==> src/rtl/add2_resp_capture_if.sv <==
// Handshake/status bundle between a test controller and add2_resp_capture.
// With RESP_CAPTURE_FAIL_IDX_EN defined it also carries the per-beat expected vector and failure index.
interface add2_resp_capture_if #(
  parameter int OUT_W = 3,
  parameter int SIG_W = 16
);
  logic             start;
  logic [15:0]      num_pat;
  logic [SIG_W-1:0] golden;
  logic             resp_valid;
  logic [OUT_W-1:0] resp;
  logic             resp_ready;
  logic             busy;
  logic             done;
  logic             pass;
  logic [SIG_W-1:0] signature;
  logic [15:0]      pat_cnt;
`ifdef RESP_CAPTURE_FAIL_IDX_EN
  logic [OUT_W-1:0] expect_resp;
  logic             first_fail;
  logic [15:0]      fail_idx;
`endif

  modport master (
    output start, num_pat, golden, resp_valid, resp,
`ifdef RESP_CAPTURE_FAIL_IDX_EN
    output expect_resp,
    input  first_fail, fail_idx,
`endif
    input  resp_ready, busy, done, pass, signature, pat_cnt
  );

  modport slave (
    input  start, num_pat, golden, resp_valid, resp,
`ifdef RESP_CAPTURE_FAIL_IDX_EN
    input  expect_resp,
    output first_fail, fail_idx,
`endif
    output resp_ready, busy, done, pass, signature, pat_cnt
  );
endinterface

==> src/rtl/add2_resp_capture.sv <==
// Response capture for the add2 CUT: folds each response vector into a 16-bit MISR and checks it
// against a golden signature after num_pat beats. Optional feature macro: RESP_CAPTURE_FAIL_IDX_EN.
module add2_resp_capture #(
  parameter int               OUT_W = 3,
  parameter int               SIG_W = 16,
  parameter logic [SIG_W-1:0] SEED  = '0
) (
  input logic              clk,
  input logic              rst,
  add2_resp_capture_if.slave bus
);

  typedef enum logic [1:0] {IDLE, CAPTURE, COMPARE, DONE} state_t;

  state_t           state;
  logic [15:0]      num_pat_q;
  logic [15:0]      cnt;
  logic [SIG_W-1:0] sig;
  logic             resp_ready_q;
  logic             busy_q;
  logic             done_q;
  logic             pass_q;
`ifdef RESP_CAPTURE_FAIL_IDX_EN
  logic             first_fail_q;
  logic [15:0]      fail_idx_q;
`endif

  // Fibonacci MISR step: taps x^16+x^14+x^13+x^11+1, response xored into the low bits.
  function automatic logic [SIG_W-1:0] misr_next(input logic [SIG_W-1:0] s,
                                                 input logic [OUT_W-1:0] r);
    logic fb;
    fb = s[15] ^ s[13] ^ s[12] ^ s[10];
    return {s[SIG_W-2:0], fb} ^ SIG_W'(r);
  endfunction

  always_ff @(posedge clk or posedge rst) begin
    if (rst) begin
      state        <= IDLE;
      num_pat_q    <= '0;
      cnt          <= '0;
      sig          <= SEED;
      resp_ready_q <= 1'b0;
      busy_q       <= 1'b0;
      done_q       <= 1'b0;
      pass_q       <= 1'b0;
`ifdef RESP_CAPTURE_FAIL_IDX_EN
      first_fail_q <= 1'b0;
      fail_idx_q   <= '0;
`endif
    end else begin
      case (state)
        IDLE, DONE: begin
          if (bus.start) begin
            state        <= CAPTURE;
            num_pat_q    <= bus.num_pat;
            cnt          <= '0;
            sig          <= SEED;
            resp_ready_q <= 1'b1;
            busy_q       <= 1'b1;
            done_q       <= 1'b0;
            pass_q       <= 1'b0;
`ifdef RESP_CAPTURE_FAIL_IDX_EN
            first_fail_q <= 1'b0;
            fail_idx_q   <= '0;
`endif
          end
        end
        CAPTURE: begin
          // Once the count is reached the trailing CAPTURE cycle consumes nothing (saturation).
          if (cnt == num_pat_q) begin
            state        <= COMPARE;
            resp_ready_q <= 1'b0;
          end else if (bus.resp_valid) begin
            sig <= misr_next(sig, bus.resp);
            cnt <= cnt + 16'd1;
`ifdef RESP_CAPTURE_FAIL_IDX_EN
            if (!first_fail_q && (bus.resp != bus.expect_resp)) begin
              first_fail_q <= 1'b1;
              fail_idx_q   <= cnt;
            end
`endif
          end
        end
        COMPARE: begin
          state  <= DONE;
          busy_q <= 1'b0;
          done_q <= 1'b1;
`ifdef RESP_CAPTURE_FAIL_IDX_EN
          pass_q <= (sig == bus.golden) && !first_fail_q;
`else
          pass_q <= (sig == bus.golden);
`endif
        end
        default: state <= IDLE;
      endcase
    end
  end

  assign bus.resp_ready = resp_ready_q;
  assign bus.busy       = busy_q;
  assign bus.done       = done_q;
  assign bus.pass       = pass_q;
  assign bus.signature  = sig;
  assign bus.pat_cnt    = cnt;
`ifdef RESP_CAPTURE_FAIL_IDX_EN
  assign bus.first_fail = first_fail_q;
  assign bus.fail_idx   = fail_idx_q;
`endif

endmodule
==> src/flat_wrapper.sv <==
// flat-port wrapper written by rule: the top's interface ports become plain ports
module add2_resp_capture_flat 
#(
  parameter int               OUT_W = 3,
  parameter int               SIG_W = 16,
  parameter logic [SIG_W-1:0] SEED  = '0
)
  (clk, rst, bus_start, bus_num_pat, bus_golden, bus_resp_valid, bus_resp, bus_resp_ready, bus_busy, bus_done, bus_pass, bus_signature, bus_pat_cnt);
  add2_resp_capture_if #(.OUT_W(OUT_W), .SIG_W(SIG_W)) bus_i ();
  input logic clk;
  input logic rst;
  input wire logic [$bits(bus_i.start)-1:0] bus_start;
  input wire logic [$bits(bus_i.num_pat)-1:0] bus_num_pat;
  input wire logic [$bits(bus_i.golden)-1:0] bus_golden;
  input wire logic [$bits(bus_i.resp_valid)-1:0] bus_resp_valid;
  input wire logic [$bits(bus_i.resp)-1:0] bus_resp;
  output wire logic [$bits(bus_i.resp_ready)-1:0] bus_resp_ready;
  output wire logic [$bits(bus_i.busy)-1:0] bus_busy;
  output wire logic [$bits(bus_i.done)-1:0] bus_done;
  output wire logic [$bits(bus_i.pass)-1:0] bus_pass;
  output wire logic [$bits(bus_i.signature)-1:0] bus_signature;
  output wire logic [$bits(bus_i.pat_cnt)-1:0] bus_pat_cnt;
  assign bus_i.start = bus_start;
  assign bus_i.num_pat = bus_num_pat;
  assign bus_i.golden = bus_golden;
  assign bus_i.resp_valid = bus_resp_valid;
  assign bus_i.resp = bus_resp;
  assign bus_resp_ready = bus_i.resp_ready;
  assign bus_busy = bus_i.busy;
  assign bus_done = bus_i.done;
  assign bus_pass = bus_i.pass;
  assign bus_signature = bus_i.signature;
  assign bus_pat_cnt = bus_i.pat_cnt;
  add2_resp_capture #(.OUT_W(OUT_W), .SIG_W(SIG_W), .SEED(SEED)) u_core (.clk(clk), .rst(rst), .bus(bus_i));
endmodule
==> config.mk <==
export PLATFORM = sky130hd
export DESIGN_NAME = add2_resp_capture_flat
export DESIGN_NICKNAME = d
export VERILOG_FILES = /design/src/rtl/add2_resp_capture_if.sv /design/src/rtl/add2_resp_capture.sv /design/src/flat_wrapper.sv
export SDC_FILE = /design/constraint.sdc
export NUM_CORES = 1
export LEC_CHECK = 0
export ABC_AREA = 1
export ABC_CLOCK_PERIOD_IN_PS = 2250
export BUFFER_PORTS_ARGS = -buffer_cell sky130_fd_sc_hd__buf_2
export CORE_ASPECT_RATIO = 1.2
export CORE_MARGIN = 8
export CORE_UTILIZATION = 54
export CTS_CLUSTER_DIAMETER = 200
export DETAILED_ROUTE_END_ITERATION = 7
export PLACE_DENSITY = 0.88
export REMOVE_ABC_BUFFERS = 1
export SKIP_LAST_GASP = 1
export SLEW_MARGIN = 10
export SYNTH_ARGS = -nofsm -noshare
export SYNTH_HDL_FRONTEND = slang
export SYNTH_SLANG_ARGS = --single-unit
==> constraint.sdc <==
create_clock -name clk -period 2.25 [get_ports clk]
set_clock_uncertainty 0.15 [all_clocks]
set_input_delay 0.45 -clock clk [delete_from_list [all_inputs] [get_ports clk]]
set_output_delay 0.45 -clock clk [all_outputs]
set_load 0.01 [all_outputs]
Word-level counts from Yosys, hierarchy flattened
Index checks and enable logic that the tools add are counted.

Register bits after elaboration: 54. Bits of input ports: 39. Output and inout port bits: 36. Logic and storage cells: 48.

Add/subtract/negate cells: 1. Equal/unequal tests: 9. Muxes and demuxes: 17. Bitwise logic cells: 4. Reductions and logical operators: 9.

Operators by type and width (count): 16-bit two-way mux (5); 16-bit case mux with 2 select lines (2); 16-bit equality test (2); 16-bit by 1-bit adder with 16-bit output, second input constant (1); 16-bit by 3-bit XOR with 16-bit output (1); 1-bit case mux with 2 select lines (4); 2-bit != test, second input constant (3); 2-bit case mux with 3 select lines (1); 2-bit AND reduction (3); 2-bit equality test, second input constant (2); 2-bit two-way mux (2); 4-bit AND reduction (1); 2-bit nonzero test (2); 1-bit two-way mux (3); 3-bit AND reduction (1); 1-bit XOR (3); 2-bit by 1-bit equality test with 1-bit output, second input constant (1); 2-bit zero test (1); 2-bit by 1-bit != test with 1-bit output, second input constant (1); 2-bit OR reduction (1).

Longest topological paths before layout
Depth after elaboration: 7. Gate-level depth with buffers: 14. Depth with buffers taken out: 12.

Worst setup path after synthesis
OpenSTA, ideal clock, no wires.

Kind: flip-flop to flip-flop. Start point: reg u_core.state[0]. End point: reg u_core.cnt[2], in the netlist u_core.bus.pat_cnt[2]. Setup time: 0.117 ns. Data arrival time: 1.620 ns. Data required time: 1.983 ns. Slack: 0.362 ns. Cell stages (with the launch flop): 10. Path buffers: 1. Period minus slack after synthesis: 1.888 ns. Cells stage by stage: dfrtp_1 -> inv_1 -> ha_1 -> inv_1 -> or2_2 -> o21ai_0 -> inv_1 -> buf_1 -> nand3_1 -> nand2_1.

Cells in the longest elaborated chain, start to end: 4. Elaborated cells on any way between the ends: 10. Classes of those cells: eq/ne (5); mux (1); reduce/logical (4).

Ends and longest elaborated chain: start, declared (line add2_resp_capture.sv:15) `state_t state;`; start signal, assigned (line add2_resp_capture.sv:38) `state <= IDLE;`; start signal, assigned (line add2_resp_capture.sv:54) `state <= CAPTURE;`; start signal, assigned (line add2_resp_capture.sv:71) `state <= COMPARE;`; 2-bit equality test or 2-bit zero test (tied branches) (line add2_resp_capture.sv:51) `case (state)`; 2-bit OR reduction (line add2_resp_capture.sv:51); 2-bit != test (no line) or 2-bit nonzero test (tied branches); 4-bit AND reduction (no line); end signal, assigned (line add2_resp_capture.sv:75) `cnt <= cnt + 16'd1;`; end, declared (line add2_resp_capture.sv:17) `logic [15:0] cnt;`.

Several ways; a longest one is shown, not always the timed one. A chain may end at the register's enable or synchronous reset.

Worst setup path after layout
Start point: reg u_core.state[0]. End point: reg u_core.cnt[5], in the netlist u_core.bus.pat_cnt[5].

Same word-level chain as after synthesis.

==> summary.md <==
| Metric | Value |
|---|---|
| Post-cts sizing count | `0` |
| Slew @ Worst Pin | `536 ps` |
| Final setup margin | `169 ps` |
| Yosys reg bits | `54` |
| Gpl congestion | `0.830` |
| Htree depth | `2` |
| Worst vdd ir | `approximately 650 µV` |
| RR Endpoint | `u_core.bus.pat_cnt[5]$_DFFE_PP0P_` |
| Worst hold path class | `input port to async pin` |
| Area occupied by multi-input gates | `~1500 µm²` |
| Commonest non-fill, non-tap cell in the layout | `nand2_1` |
| Vias in the first global route | `~3300` |
| Post-place setup slack | `200 ps` |
| CTS tree | `done` |
| Core box area | `5930 µm²` |
| Width of the die | `86.8 µm` |
| Combinational share of power | `48.6%` |
| Post-synth top area cell | `dfrtp_1` |
| Fill count | `534` |
| # placed instances | `633` |
| Mapped Cells | `slightly below 500` |
| Switch Pwr | `1.83 mW` |
| Wire per inst | `13.0 µm` |
| DP HPWL | `6.14 mm` |
| Initial antenna violation count | `0` |
| Residual DRC | `0` |
| Worst setup path class | `flop to flop` |
| Starting DRT DRC Count | `307` |
| Tot GR Track Use | `20.5%` |
| Worst Reg-to-Reg Cells | `9` |
| Flop2flop setup slack | `170 ps` |
| Most frequent cells in the layout | `nand2_1, buf_2, inv_1` |
| Gr ovfl total | `0` |
| IO Count | `75` |
| Die H | `101 µm` |
| Leakage | `about 2.3 nW` |
| Number of setup buffers added after CTS | `0` |
| Via-per-instance ratio | `around 5.0` |
| Outcome | `finished clean` |
| Antenna-violating nets left | `0` |
| Synthesized area | `roughly 3200 µm²` |
| Setup TNS | `0 ps` |
| Min Clock Period, post-route | `2080 ps` |
| Part of the power in registers | `about a third` |
| Vias | `3225` |
| ANT cells | `0` |
| Largest net degree at the start of global routing | `35` |
| Internal power | `2.13 mW` |
| Clock latency on the worst-skew pair | `~310 ps` |
| PwrDens | `1040 nW/µm²` |
| Seq/Total Area, Yosys | `41.7%` |
| Clk sinks | `54` |
| Nets | `roughly 600` |
| Fmax | `481 MHz` |
| Drt first pass iters | `4` |
| Dominant cells by area after synthesis | `dfrtp_1, nand2_1, inv_1, nand3_1, o21ai_0` |
| Starting Density | `54.7%` |
| Sw Share | `46.2%` |
| CTS root buffer | `clkbuf_8` |
| CP endpoint kind | `flop` |
| RSZ-0062 raised after global routing | `no` |
| Syn_area_per_cell | `6.72 µm²` |
| Final wirelength | `between 8 and 9 mm` |
| Seq. cell area | `about 1400 µm²` |
| IO Port Bufs | `74` |
| Layout cells sized above 1 | `17.7%` |
| Worst Path Required | `2310 ps` |
| Period utilization | `92.5%` |
| Synth-to-layout area growth | `18.1%` |
| Post-Layout Cell Count | `641` |
| Synth cell types | `27` |
| Arr. time, crit path | `2140 ps` |
| Reg clk slew, reported paths | `100 ps` |
| Hold buffer count at CTS | `0` |
| R2r startpoint | `u_core.state[0]$_DFFE_PP0P_` |
| Clk buf depth | `2` |
| Crit path max fanout | `16` |
| Row count | `31` |
| Die area | `8750 µm²` |
| Yosys warns | `0` |
| Clock power share | `16.7%` |
| First-pass GRT wire length | `14.7 mm` |
| Total CTS buffers | `5` |
| Max cap viols | `0` |
| Slew HR | `64.2%` |
| Fin. Hold Viols | `0` |
| Final Max Slew Viols | `0` |
| Overall power | `3.97 mW` |
| Worst setup SP type | `flop` |
| Final setup violation count | `0` |
| Yosys top cell area share | `41.7%` |
-- registers in the layout (all words and copies together) (netlist names) --
| signal | count |
|---|---|
| u_core.bus.pat_cnt | 16 |
| u_core.bus.signature | 16 |
| u_core.num_pat_q | 16 |
| u_core.state | 2 |
| u_core.bus.busy | 1 |
| u_core.bus.done | 1 |
| u_core.bus.pass | 1 |
| u_core.bus.resp_ready | 1 |
-- worst max-delay path, cell delays in order (launching register included) --
cell and delay (ps):
dfrtp_1 410, inv_1 60, ha_1 330, inv_1 60, or2_2 330, o21ai_0 100, inv_1 140, buf_4 230
nand3_1 110, nand2_1 60
-- cell families (layout without fill, tap and decap cells) --
kind of cell | count (synthesis) | count (layout) | share of synthesized area [%]
AOI/OAI and AO/OA | 44 | 44 | 7.25
xor gates and xnor gates | 11 | 11 | 2.97
adders and majority gates | 4 | 4 | 1.54
buffers and inverters | 87 | 163 | 11.0
DFF | 54 | 54 | 41.7
and+or+nand+nor | 283 | 283 | 35.6
-- per-stage QoR --
step,area (µm²),hold WS (ps),util [%]
floorplan,3150,328,-
global placement,3710,312,62.6
detailed placement,3710,324,62.6
CTS,3820,36.5,64.4
global route,3830,53.9,64.6
finish,3830,15.1,64.6
-- how the worst max path moves through the flow --
| stage | from | to | slack (ps) | cells after the start |
|---|---|---|---|---|
| 4_1_cts | u_core.state[0]$_DFFE_PP0P_ | u_core.bus.signature[3]$_DFFE_PP0P_ | 170 | 9 |
| 3_5_place_dp | u_core.state[0]$_DFFE_PP0P_ | u_core.bus.signature[3]$_DFFE_PP0P_ | 200 | 9 |
| 6_report | u_core.state[0]$_DFFE_PP0P_ | u_core.bus.pat_cnt[5]$_DFFE_PP0P_ | 170 | 9 |
| 5_1_grt | u_core.state[0]$_DFFE_PP0P_ | u_core.bus.pat_cnt[5]$_DFFE_PP0P_ | 30 | 9 |
| 2_1_floorplan | u_core.state[1]$_DFFE_PP0P_ | u_core.bus.pat_cnt[0]$_DFFE_PP0P_ | -350 | 8 |
| 3_3_place_gp | u_core.state[0]$_DFFE_PP0P_ | u_core.bus.signature[1]$_DFFE_PP0P_ | 250 | 9 |
-- cell type report --
| class | count | area share [%] |
|---|---|---|
| clock buffers | 6 | 1.89 |
| clock inverters | 2 | 0.979 |
| inverters | 71 | 6.95 |
| multi-input cells | 342 | 40.3 |
| flip-flops and latches | 54 | 35.3 |
| well taps | 82 | 2.68 |
| repair buffers | 84 | 11.9 |
-- synthesized netlist by cell type (all sizes together) --
master / count
xor2: 5
clkbuf: 5
o2111ai: 2
o21a: 1
clkinv: 1
o22ai: 2
a211oi: 1
or2: 4
nand2: 196
dfrtp: 54
ha: 4
nor3: 5
nand4: 2
nand3: 40
nor2: 36
a21oi: 9
o21ai: 29
xnor2: 6
inv: 70
buf: 11
-- per-layer routing --
layer	vias up	share of wire (%)	routed length [µm]	global-route usage [%]
met3	20	6.3	528	4.98
met5	-	0	0	0
met4	0	2.6	216	7.57
met2	127	50	4150	35.8
met1	1456	42	3470	23.4
li1	1622	-	-	-
-- power groups by stage --
stage          Clock (mW)  Combinational, mW  Sequential [mW]
2_1_floorplan           0               1.20             1.39
3_3_place_gp            0               1.82             1.38
3_5_place_dp            0               1.89             1.39
4_1_cts             0.666               1.90             1.38
5_1_grt             0.705               2.18             1.42
6_report            0.661               1.93             1.38
Power figures use the tool's default switching activity.
